## config.mk

```make
export PLATFORM = sky130hd
export DESIGN_NAME = display_ram_reader_flat
export DESIGN_NICKNAME = d
export VERILOG_FILES = /design/src/rtl/display_ram_reader_pkg.sv /design/src/rtl/display_ram_reader_if.sv /design/src/rtl/display_skid_buf.sv /design/src/rtl/display_ram_reader.sv /design/src/flat_wrapper.sv
export SDC_FILE = /design/constraint.sdc
export NUM_CORES = 1
export LEC_CHECK = 0
export CAP_MARGIN = 20
export CELL_PAD_IN_SITES_DETAIL_PLACEMENT = 1
export CELL_PAD_IN_SITES_GLOBAL_PLACEMENT = 2
export CORE_MARGIN = 3
export CORE_UTILIZATION = 36
export DETAILED_ROUTE_END_ITERATION = 7
export PLACE_DENSITY_LB_ADDON = 0.1
export RECOVER_POWER = 100
export SLEW_MARGIN = 40
export SYNTH_ARGS = -nofsm -noshare
export SYNTH_HDL_FRONTEND = slang
export SYNTH_SLANG_ARGS = --single-unit
export TNS_END_PERCENT = 1
```

## constraint.sdc

```tcl
create_clock -name clk -period 5.1 [get_ports clk]
set_input_delay 0.765 -clock clk [delete_from_list [all_inputs] [get_ports clk]]
set_output_delay 0.765 -clock clk [all_outputs]
set_load 0.02 [all_outputs]
```

## src/rtl/display_ram_reader_pkg.sv

```systemverilog
`default_nettype none
// +----------------------------------------------------------------------+
// | display_pkg                                                          |
// | Shared display-buffer widths, pointer type and pointer arithmetic.   |
// | Rev 1.0                                                              |
// +----------------------------------------------------------------------+
package display_pkg;

    localparam int DISPLAY_DATA_BITS = 41;
    localparam int DISPLAY_ADDR_BITS = 4;

    // MSB is the wrap bit, so full and empty are distinguishable.
    typedef logic [DISPLAY_ADDR_BITS:0] display_ptr_t;

    function automatic display_ptr_t ptr_diff(input display_ptr_t a, input display_ptr_t b);
        return a - b;
    endfunction

endpackage
`default_nettype wire

```

## src/rtl/display_ram_reader_if.sv

```systemverilog
`default_nettype none
// +----------------------------------------------------------------------+
// | display_ram_reader_if                                                |
// | Pointer, RAM read port and output stream bundle of the read side.    |
// | Rev 1.0                                                              |
// +----------------------------------------------------------------------+
interface display_ram_reader_if
    import display_pkg::*;
#(
    parameter int DATA_BITS = DISPLAY_DATA_BITS,
    parameter int ADDR_BITS = DISPLAY_ADDR_BITS
) ();

    logic [ADDR_BITS:0]   wr_ptr;
    logic [ADDR_BITS:0]   rd_ptr;
    logic [ADDR_BITS-1:0] ram_rdaddress;
    logic                 ram_rden;
    logic [DATA_BITS-1:0] ram_q;
    logic [DATA_BITS-1:0] out_data;
    logic                 out_valid;
    logic                 out_ready;
    logic                 flush;
    logic [ADDR_BITS+1:0] rdusedw;
    logic                 overrun;

    modport slave (
        input  wr_ptr, ram_q, out_ready, flush,
        output rd_ptr, ram_rdaddress, ram_rden, out_data, out_valid, rdusedw, overrun
    );

    modport master (
        output wr_ptr, ram_q, out_ready, flush,
        input  rd_ptr, ram_rdaddress, ram_rden, out_data, out_valid, rdusedw, overrun
    );

endinterface
`default_nettype wire

```

## src/rtl/display_skid_buf.sv

```systemverilog
`default_nettype none
// +----------------------------------------------------------------------+
// | display_skid_buf                                                     |
// | 2-entry register FIFO absorbing the RAM read latency.                |
// | Rev 1.0                                                              |
// +----------------------------------------------------------------------+
module display_skid_buf
    import display_pkg::*;
#(
    parameter int DATA_BITS = DISPLAY_DATA_BITS
) (
    input  wire logic                 clk,
    input  wire logic                 reset_n,
    input  wire logic                 flush,
    input  wire logic                 push,
    input  wire logic [DATA_BITS-1:0] push_data,
    input  wire logic                 pop,
    output logic      [1:0]           occ,
    output logic      [DATA_BITS-1:0] head
);

    logic [1:0]           occ_q,  occ_d;
    logic [DATA_BITS-1:0] head_q, head_d;
    logic [DATA_BITS-1:0] tail_q, tail_d;

    always_comb begin
        occ_d  = occ_q;
        head_d = head_q;
        tail_d = tail_q;
        if (flush) begin
            occ_d = 2'd0;
        end else begin
            case (occ_q)
                2'd0: if (push) begin
                    head_d = push_data;
                    occ_d  = 2'd1;
                end
                2'd1: if (push && pop) begin
                    head_d = push_data;
                end else if (push) begin
                    tail_d = push_data;
                    occ_d  = 2'd2;
                end else if (pop) begin
                    occ_d  = 2'd0;
                end
                2'd2: if (pop) begin
                    head_d = tail_q;
                    if (push) tail_d = push_data;
                    else      occ_d  = 2'd1;
                end
                default: occ_d = 2'd0;
            endcase
        end
    end

    always_ff @(posedge clk or negedge reset_n) begin
        if (!reset_n) begin
            occ_q  <= 2'd0;
            head_q <= '0;
            tail_q <= '0;
        end else begin
            occ_q  <= occ_d;
            head_q <= head_d;
            tail_q <= tail_d;
        end
    end

    assign occ  = occ_q;
    assign head = head_q;

endmodule
`default_nettype wire

```

## src/rtl/display_ram_reader.sv

```systemverilog
`default_nettype none
// +----------------------------------------------------------------------+
// | display_ram_reader                                                   |
// | Read-side controller of the display RAM: issue, skid, flush, overrun.|
// | Rev 1.0                                                              |
// +----------------------------------------------------------------------+
module display_ram_reader
    import display_pkg::*;
#(
    parameter int DATA_BITS = DISPLAY_DATA_BITS,
    parameter int ADDR_BITS = DISPLAY_ADDR_BITS
) (
    input  wire logic          clk,
    input  wire logic          reset_n,
    display_ram_reader_if.slave bus
);

    logic [ADDR_BITS:0]   rd_ptr_q, rd_ptr_d;
    logic                 inflight_q, inflight_d;
    logic                 overrun_q, overrun_d;
    logic [ADDR_BITS:0]   avail;
    logic [1:0]           occ;
    logic [1:0]           credit;
    logic [DATA_BITS-1:0] head;
    logic                 pop;
    logic                 issue;
    logic                 overrun_now;

    always_comb begin
        avail       = ptr_diff(bus.wr_ptr, rd_ptr_q);
        pop         = (occ != 2'd0) && bus.out_ready && !bus.flush;
        // Skid slots already claimed: words held plus the word returning from RAM.
        credit      = occ + {1'b0, inflight_q};
        issue       = !bus.flush && (avail != '0) &&
                      ((credit < 2'd2) || ((credit == 2'd2) && pop));
        overrun_now = avail[ADDR_BITS] && (avail[ADDR_BITS-1:0] != '0);
        rd_ptr_d    = bus.flush ? bus.wr_ptr : rd_ptr_q + {{ADDR_BITS{1'b0}}, issue};
        inflight_d  = issue;
        overrun_d   = !bus.flush && (overrun_q || overrun_now);
    end

    always_ff @(posedge clk or negedge reset_n) begin
        if (!reset_n) begin
            rd_ptr_q   <= '0;
            inflight_q <= 1'b0;
            overrun_q  <= 1'b0;
        end else begin
            rd_ptr_q   <= rd_ptr_d;
            inflight_q <= inflight_d;
            overrun_q  <= overrun_d;
        end
    end

    display_skid_buf #(
        .DATA_BITS (DATA_BITS)
    ) u_skid (
        .clk       (clk),
        .reset_n   (reset_n),
        .flush     (bus.flush),
        .push      (inflight_q && !bus.flush),
        .push_data (bus.ram_q),
        .pop       (pop),
        .occ       (occ),
        .head      (head)
    );

    assign bus.rd_ptr        = rd_ptr_q;
    assign bus.ram_rdaddress = rd_ptr_q[ADDR_BITS-1:0];
    assign bus.ram_rden      = issue;
    assign bus.out_data      = head;
    assign bus.out_valid     = (occ != 2'd0);
    assign bus.overrun       = overrun_q;
    assign bus.rdusedw       = {1'b0, avail}
                             + {{ADDR_BITS{1'b0}}, occ}
                             + {{(ADDR_BITS+1){1'b0}}, inflight_q};

endmodule
`default_nettype wire

```

## src/flat_wrapper.sv

```systemverilog
// flat-port wrapper written by rule: the top's interface ports become plain ports
module display_ram_reader_flat import display_pkg::*;
#(
    parameter int DATA_BITS = DISPLAY_DATA_BITS,
    parameter int ADDR_BITS = DISPLAY_ADDR_BITS
)
  (clk, reset_n, bus_wr_ptr, bus_ram_q, bus_out_ready, bus_flush, bus_rd_ptr, bus_ram_rdaddress, bus_ram_rden, bus_out_data, bus_out_valid, bus_rdusedw, bus_overrun);
  display_ram_reader_if #(.DATA_BITS(DATA_BITS), .ADDR_BITS(ADDR_BITS)) bus_i ();
  input  wire logic clk;
  input  wire logic reset_n;
  input wire logic [$bits(bus_i.wr_ptr)-1:0] bus_wr_ptr;
  input wire logic [$bits(bus_i.ram_q)-1:0] bus_ram_q;
  input wire logic [$bits(bus_i.out_ready)-1:0] bus_out_ready;
  input wire logic [$bits(bus_i.flush)-1:0] bus_flush;
  output wire logic [$bits(bus_i.rd_ptr)-1:0] bus_rd_ptr;
  output wire logic [$bits(bus_i.ram_rdaddress)-1:0] bus_ram_rdaddress;
  output wire logic [$bits(bus_i.ram_rden)-1:0] bus_ram_rden;
  output wire logic [$bits(bus_i.out_data)-1:0] bus_out_data;
  output wire logic [$bits(bus_i.out_valid)-1:0] bus_out_valid;
  output wire logic [$bits(bus_i.rdusedw)-1:0] bus_rdusedw;
  output wire logic [$bits(bus_i.overrun)-1:0] bus_overrun;
  assign bus_i.wr_ptr = bus_wr_ptr;
  assign bus_i.ram_q = bus_ram_q;
  assign bus_i.out_ready = bus_out_ready;
  assign bus_i.flush = bus_flush;
  assign bus_rd_ptr = bus_i.rd_ptr;
  assign bus_ram_rdaddress = bus_i.ram_rdaddress;
  assign bus_ram_rden = bus_i.ram_rden;
  assign bus_out_data = bus_i.out_data;
  assign bus_out_valid = bus_i.out_valid;
  assign bus_rdusedw = bus_i.rdusedw;
  assign bus_overrun = bus_i.overrun;
  display_ram_reader #(.DATA_BITS(DATA_BITS), .ADDR_BITS(ADDR_BITS)) u_core (.clk(clk), .reset_n(reset_n), .bus(bus_i));
endmodule
```

======== Word level (Yosys, flattened, before mapping) ========
Index checks and enable logic that the tools add are counted.
cells by class
  add/subtract/negate cells ............... 5
  $mul .................................... 0
  div/mod/pow operators ................... 0
  $lt $le $gt $ge ......................... 1
  equality and inequality tests ........... 12
  shift operators ......................... 0
  mux-type cells .......................... 17
  bitwise operators ....................... 1
  reduce and logical (&&, ||, !) cells .... 21
operator list
  kind                                                                    number
  41-bit two-way mux                                                      6
  41-bit case mux with 3 select lines                                     1
  41-bit case mux with 2 select lines                                     1
  2-bit two-way mux                                                       7
  3-bit inequality test (second input constant)                           4
  5-bit AND reduction                                                     2
  1-bit logical AND                                                       9
  2-bit inequality test (second input constant)                           4
  5-bit by 2-bit adder with 6-bit output                                  1
  6-bit by 1-bit adder with 6-bit output                                  1
  2-bit case mux with 3 select lines                                      1
  5-bit by 1-bit adder with 5-bit output                                  1
  5-bit two-way mux                                                       1
  5-bit nonzero test                                                      1
  5-bit subtractor                                                        1
  2-bit equality test (second input constant)                             2
  4-bit inequality test (second input constant)                           1
  4-bit AND reduction                                                     1
  2-bit nonzero test                                                      2
  4-bit nonzero test                                                      1
  3-bit nonzero test                                                      1
  2-bit by 1-bit adder with 2-bit output                                  1
  2-bit by 1-bit equality test with 1-bit output (second input constant)  1
  2-bit zero test                                                         1
  other kinds (4)                                                         5
word-level totals
  register bits ........................... 91
  bits in latches ......................... 0
  RAM bits ................................ 0
  ROM bits ................................ 0
  output and inout port bits .............. 59
  memories kept ........................... 0

======== Depth between registers and ports, before layout ========
  word-level depth ........................ 8
  mapped depth ............................ 13
  gate-level depth less buffers ........... 13

======== Modules after synthesis ========
From an unflattened synthesis, not the netlist that was laid out.
second synthesis, totals
  cell total of the unflattened synthesis .. 403
  area, all modules ....................... 4435.5 um^2
by module, submodules not included
  module              times used  cells each  area an instance (um^2)
  display_skid_buf    1           326         3722.3
  display_ram_reader  1           77          713.2

======== Least setup slack after synthesis ========
No wires, ideal clock.
  kind .................................... input -> register
  from .................................... input bus_wr_ptr[0]
  to ...................................... register u_core.rd_ptr_q[1], in the netlist u_core.bus.rd_ptr[1]
  setup time .............................. 0.127 ns
  arrival time ............................ 3.311 ns
  data required time ...................... 4.973 ns
  setup slack ............................. 1.661 ns
  stages on the path ...................... 11
  path through ............................ inv_1 -> ha_1 -> inv_1 -> fa_1 -> a21o_1 -> a21oi_1 -> xnor2_1 -> a311oi_1 -> ha_1 -> ha_1 -> mux2_1
on the way
  cells in the longest elaborated chain, start to end .. 6
RTL lines
  item                                    RTL line                      RTL
  start, declared                         flat_wrapper.sv:11            input wire logic [$bits(bus_i.wr_ptr)-1:0] bus_wr_ptr;
  5-bit subtractor                        display_ram_reader_pkg.sv:16  return a - b;
  5-bit nonzero test                      display_ram_reader.sv:34      issue = !bus.flush && (avail != '0) &&
  1-bit logical AND (2 in series)         display_ram_reader.sv:34
  via bus_ram_rden                        flat_wrapper.sv:17            output wire logic [$bits(bus_i.ram_rden)-1:0] bus_ram_rden;
  5-bit by 1-bit adder with 5-bit output  display_ram_reader.sv:37      rd_ptr_d = bus.flush ? bus.wr_ptr : rd_ptr_q + {{ADDR_BITS{1'b0}}, issue};
  5-bit two-way mux                       display_ram_reader.sv:37
  via u_core.rd_ptr_d[1]                  display_ram_reader.sv:18      logic [ADDR_BITS:0] rd_ptr_q, rd_ptr_d;
  end signal, assigned                    display_ram_reader.sv:48      rd_ptr_q <= rd_ptr_d;
  end, declared                           display_ram_reader.sv:18
The timed path passes the listed nets, and every way through them passes these cells.
A chain may end at the register's enable or synchronous reset.

======== Worst setup path after layout ========
  from .................................... input bus_wr_ptr[0]
  to ...................................... output bus_ram_rden
on the way
  cells in the longest elaborated chain, start to end .. 4
RTL lines
  item                             RTL line
  5-bit subtractor                 display_ram_reader_pkg.sv:16
  5-bit nonzero test               display_ram_reader.sv:34
  1-bit logical AND (2 in series)  display_ram_reader.sv:34
  end, declared                    flat_wrapper.sv:17
Every way passes these cells.

==> results.sh <==
export IMPL_status="finished, violations left"
export IMPL_violations="max-capacitance violations, max-slew violations"
export IMPL_synthMuxAreaShare_pct=34.59
export IMPL_place_detailed_hpwl_mm=6.743
export IMPL_final_max_slew_viol_count=125
export IMPL_synth_area_leader_cell="dfrtp_1"
export IMPL_grt_pass1_wl_mm=16.69
export IMPL_grt_max_degree=65
export IMPL_synth_area_leaders="dfrtp_1 (51%), mux2_4 (13%), mux2_1 (11%), mux2_2 (11%), ha_1 (2.2%)"
export IMPL_ys_flop_type="dfrtp_1"
export IMPL_tritoncts="built"
export IMPL_drt_iter0_drc=73
export IMPL_dieHeight_um=117.8
export IMPL_synthAdderAreaFrac_pct=3.557
export IMPL_die_area_mm2=0.01389
export IMPL_nets=477
export IMPL_grt_setup_unrepaired="no"
export IMPL_n_antenna_cell=0
export IMPL_clkTransAtPathRegs_ps=60
export IMPL_grtUsageTotal_pct=15.04
export IMPL_yosysMostFrequentCell="dfrtp_1"
export IMPL_cpMaxStageDelayCell="dlygate4sd3_1"
export IMPL_crit_cells=10
export IMPL_cp_start_kind="input pin"
export IMPL_crit_required_ps=4340
export IMPL_synth_common_cells="dfrtp_1 (91), mux2_1 (43), mux2_2 (42)"
export IMPL_regToRegStartpoint="u_core.u_skid.occ[1]$_DFFE_PN0P_"
export IMPL_die_w_um=117.8
export IMPL_synth_seq_cells=91
export IMPL_r2r_end="u_core.u_skid.head[25]$_DFFE_PN0P_"
export IMPL_post_synth_and_or_nand_nor_area_fraction_pct=2.917
export IMPL_portBuffers=108
export IMPL_holdBufCountCts=0
export IMPL_antenna_found_initial=0
export IMPL_cp_slowest_stage_delay_ps=740
export IMPL_synthDominantCellAreaShare_pct=50.57
export IMPL_clk_latency_ps=340
export IMPL_ir_drop_mv=0.1641
export IMPL_crit_type="input pin to output pin"
export IMPL_max_freq_mhz=225.8
export IMPL_synth_top_family_by_area="multiplexers"
export IMPL_clock_skew_ps=8.357
export IMPL_post_route_min_period_ps=4428
export IMPL_grt_overflow_total=0
export IMPL_maxCapViolations=3
export IMPL_reg2reg_setup_slack_ps=1600
export IMPL_finalSetupViolCount=0
export IMPL_synth_nets=372
export IMPL_syn_area_per_cell_um2=14.48
export IMPL_routed_via_density=4.820
export IMPL_wire_per_inst_um=16.68
export IMPL_clock_path_buffers=2
export IMPL_cts_root_buffer="clkbuf_16"
export IMPL_synth_edf_count=0
export IMPL_p_leak_nw=2.484
export IMPL_powerDensity_mw_per_mm2=482.4
export IMPL_cts_setup_buffers=0
export IMPL_hold_viol=0
export IMPL_crit_path_end_kind="output pin"
export IMPL_postRouteWirelength_mm=9.827
export IMPL_drive_above_1_share_pct=14.49
export IMPL_synth_seq_area_share_pct=50.57
export IMPL_initial_core_util_pct=37.18
export IMPL_crit_end="bus_ram_rden"
export IMPL_dr_pass1_iters=4
export IMPL_pin_count=109
export IMPL_gp_routability_congestion=0.7290
export IMPL_tns_ps=0
export IMPL_h_tree_depth=3
export IMPL_fin_util_pct=48.10
export IMPL_synthCells=311
export IMPL_ys_warn_count=0
export IMPL_ctsResizeCount=0
export IMPL_fill_cells=1273
export IMPL_synth_xor_area_share_pct=1.750
export IMPL_synthesis_area_mm2=0.004503
export IMPL_synth_async_reset_ratio_pct=100.0
export IMPL_cp_top_family="buffers and inverters"
export IMPL_cts_sinks=91
export IMPL_fp_row_count=40
export IMPL_fin_crit_sh_pct=86.83
export IMPL_worst_pin_slew_ps=3647
export IMPL_syn_to_final_growth_pct=29.37
export IMPL_drc_errors=0
export IMPL_reg2reg_depth=5
export IMPL_startpoint="bus_wr_ptr[0]"
export IMPL_ys_types=34
export IMPL_cp_cell_sequence="dlygate4sd3_1 -> inv_1 -> ha_1 -> inv_1 -> fa_1 -> a21o_1 -> a21oi_1 -> xnor2_1 -> a311oi_1 -> dlygate4sd3_1"
export IMPL_synth_compound_area_share_pct=2.806
export IMPL_worstPathMaxFanout=4
export IMPL_core_area_mm2=0.01211
export IMPL_arrival_ps=3660
export IMPL_dr_total_vias=2839
export IMPL_crit_buf_inv=4
export IMPL_grt_pass1_vias=3173
export IMPL_cts_buffers_inserted=9
export IMPL_slew_headroom_pct=-143.2
export IMPL_hold_path_class="flip-flop to flip-flop"
export IMPL_ant_nets=0
==> placed cells by master (no fill, tap or decap), types with 3 or more instances in the layout <==
| master | count |
|---|---|
| mux2_2 | 42 |
| o21ai_0 | 4 |
| ha_1 | 8 |
| dlygate4sd3_1 | 61 |
| dfrtp_1 | 91 |
| o21ai_1 | 4 |
| nand3b_1 | 3 |
| a21oi_1 | 4 |
| nand2b_1 | 4 |
| xor2_1 | 5 |
| fa_1 | 3 |
| nor2_1 | 4 |
| mux2_1 | 81 |
| nand2_1 | 5 |
| xnor2_1 | 4 |
| clkbuf_1 | 5 |
| inv_1 | 12 |
| clkbuf_16 | 9 |
| clkdlybuf4s50_1 | 46 |
==> registers in the layout, summed over array words and instances (netlist names) <==
register              cells
u_core.bus.overrun        1
u_core.bus.rd_ptr         5
u_core.inflight_q         1
u_core.u_skid.head       41
u_core.u_skid.occ         2
u_core.u_skid.tail_q     41
==> kinds of logic after synthesis <==
family	count (synthesis)
muxes	125
DFF	91
buffers and inverters	31
and+or+nand+nor	24
AOI/OAI and AO/OA	20
adders and majority gates	11
xor gates and xnor gates	9
==> area by class of cell <==
| class | count | area [µm²] | share of cell area [%] |
|---|---|---|---|
| Timing Repair Buffer | 113 | 1100 | 18.88 |
| Tap cell | 168 | 210.2 | 3.608 |
| Clock buffer | 13 | 260.3 | 4.467 |
| Inverter | 12 | 45.04 | 0.7732 |
| Multi-Input combinational cell | 189 | 1912 | 32.82 |
| Sequential cell | 91 | 2277 | 39.09 |
| Clock inverter | 3 | 21.27 | 0.3651 |
==> worst min path at each step <==
stage | startpoint | cells after the start | endpoint
finish | u_core.u_skid.head[28]$_DFFE_PN0P_ | 1 | u_core.u_skid.head[28]$_DFFE_PN0P_
global route | u_core.u_skid.head[11]$_DFFE_PN0P_ | 1 | u_core.u_skid.head[11]$_DFFE_PN0P_
floorplan | u_core.u_skid.tail_q[36]$_DFFE_PN0P_ | 1 | u_core.u_skid.tail_q[36]$_DFFE_PN0P_
detailed placement | u_core.u_skid.head[22]$_DFFE_PN0P_ | 1 | u_core.u_skid.head[22]$_DFFE_PN0P_
CTS | reset_n | 1 | u_core.u_skid.tail_q[8]$_DFFE_PN0P_
global placement | u_core.u_skid.head[22]$_DFFE_PN0P_ | 1 | u_core.u_skid.head[22]$_DFFE_PN0P_
==> per-layer routing <==
layer,vias to the layer above,global-route usage (%),share of wire (%)
met2,72,23.79,48
met4,0,6.593,1.9
li1,1306,-,-
met3,13,3.604,4.6
met1,1448,19.71,46
met5,-,0,0
==> where the power goes <==
group          internal, mW  leakage, nW  total [mW]  switching [mW]
Combinational         0.506         1.25        1.00           0.497
Sequential             1.02         1.10        1.17           0.150
Clock                 0.359        0.136       0.639           0.280
==> stage by stage <==
stage	cells	worst slack, ps	total power [mW]	hold WS (ps)	cell area [µm²]
floorplan	311	1661	1.879	458.5	4503
finish	589	671.9	2.810	478.2	5826
detailed placement	573	801.8	2.399	475.1	5720
CTS	589	797.8	3.069	432.3	6002
global route	589	441.8	2.999	497.9	5826
global placement	573	906.4	2.369	467.2	5713
Note: power is estimated with default switching activity, not from simulation.
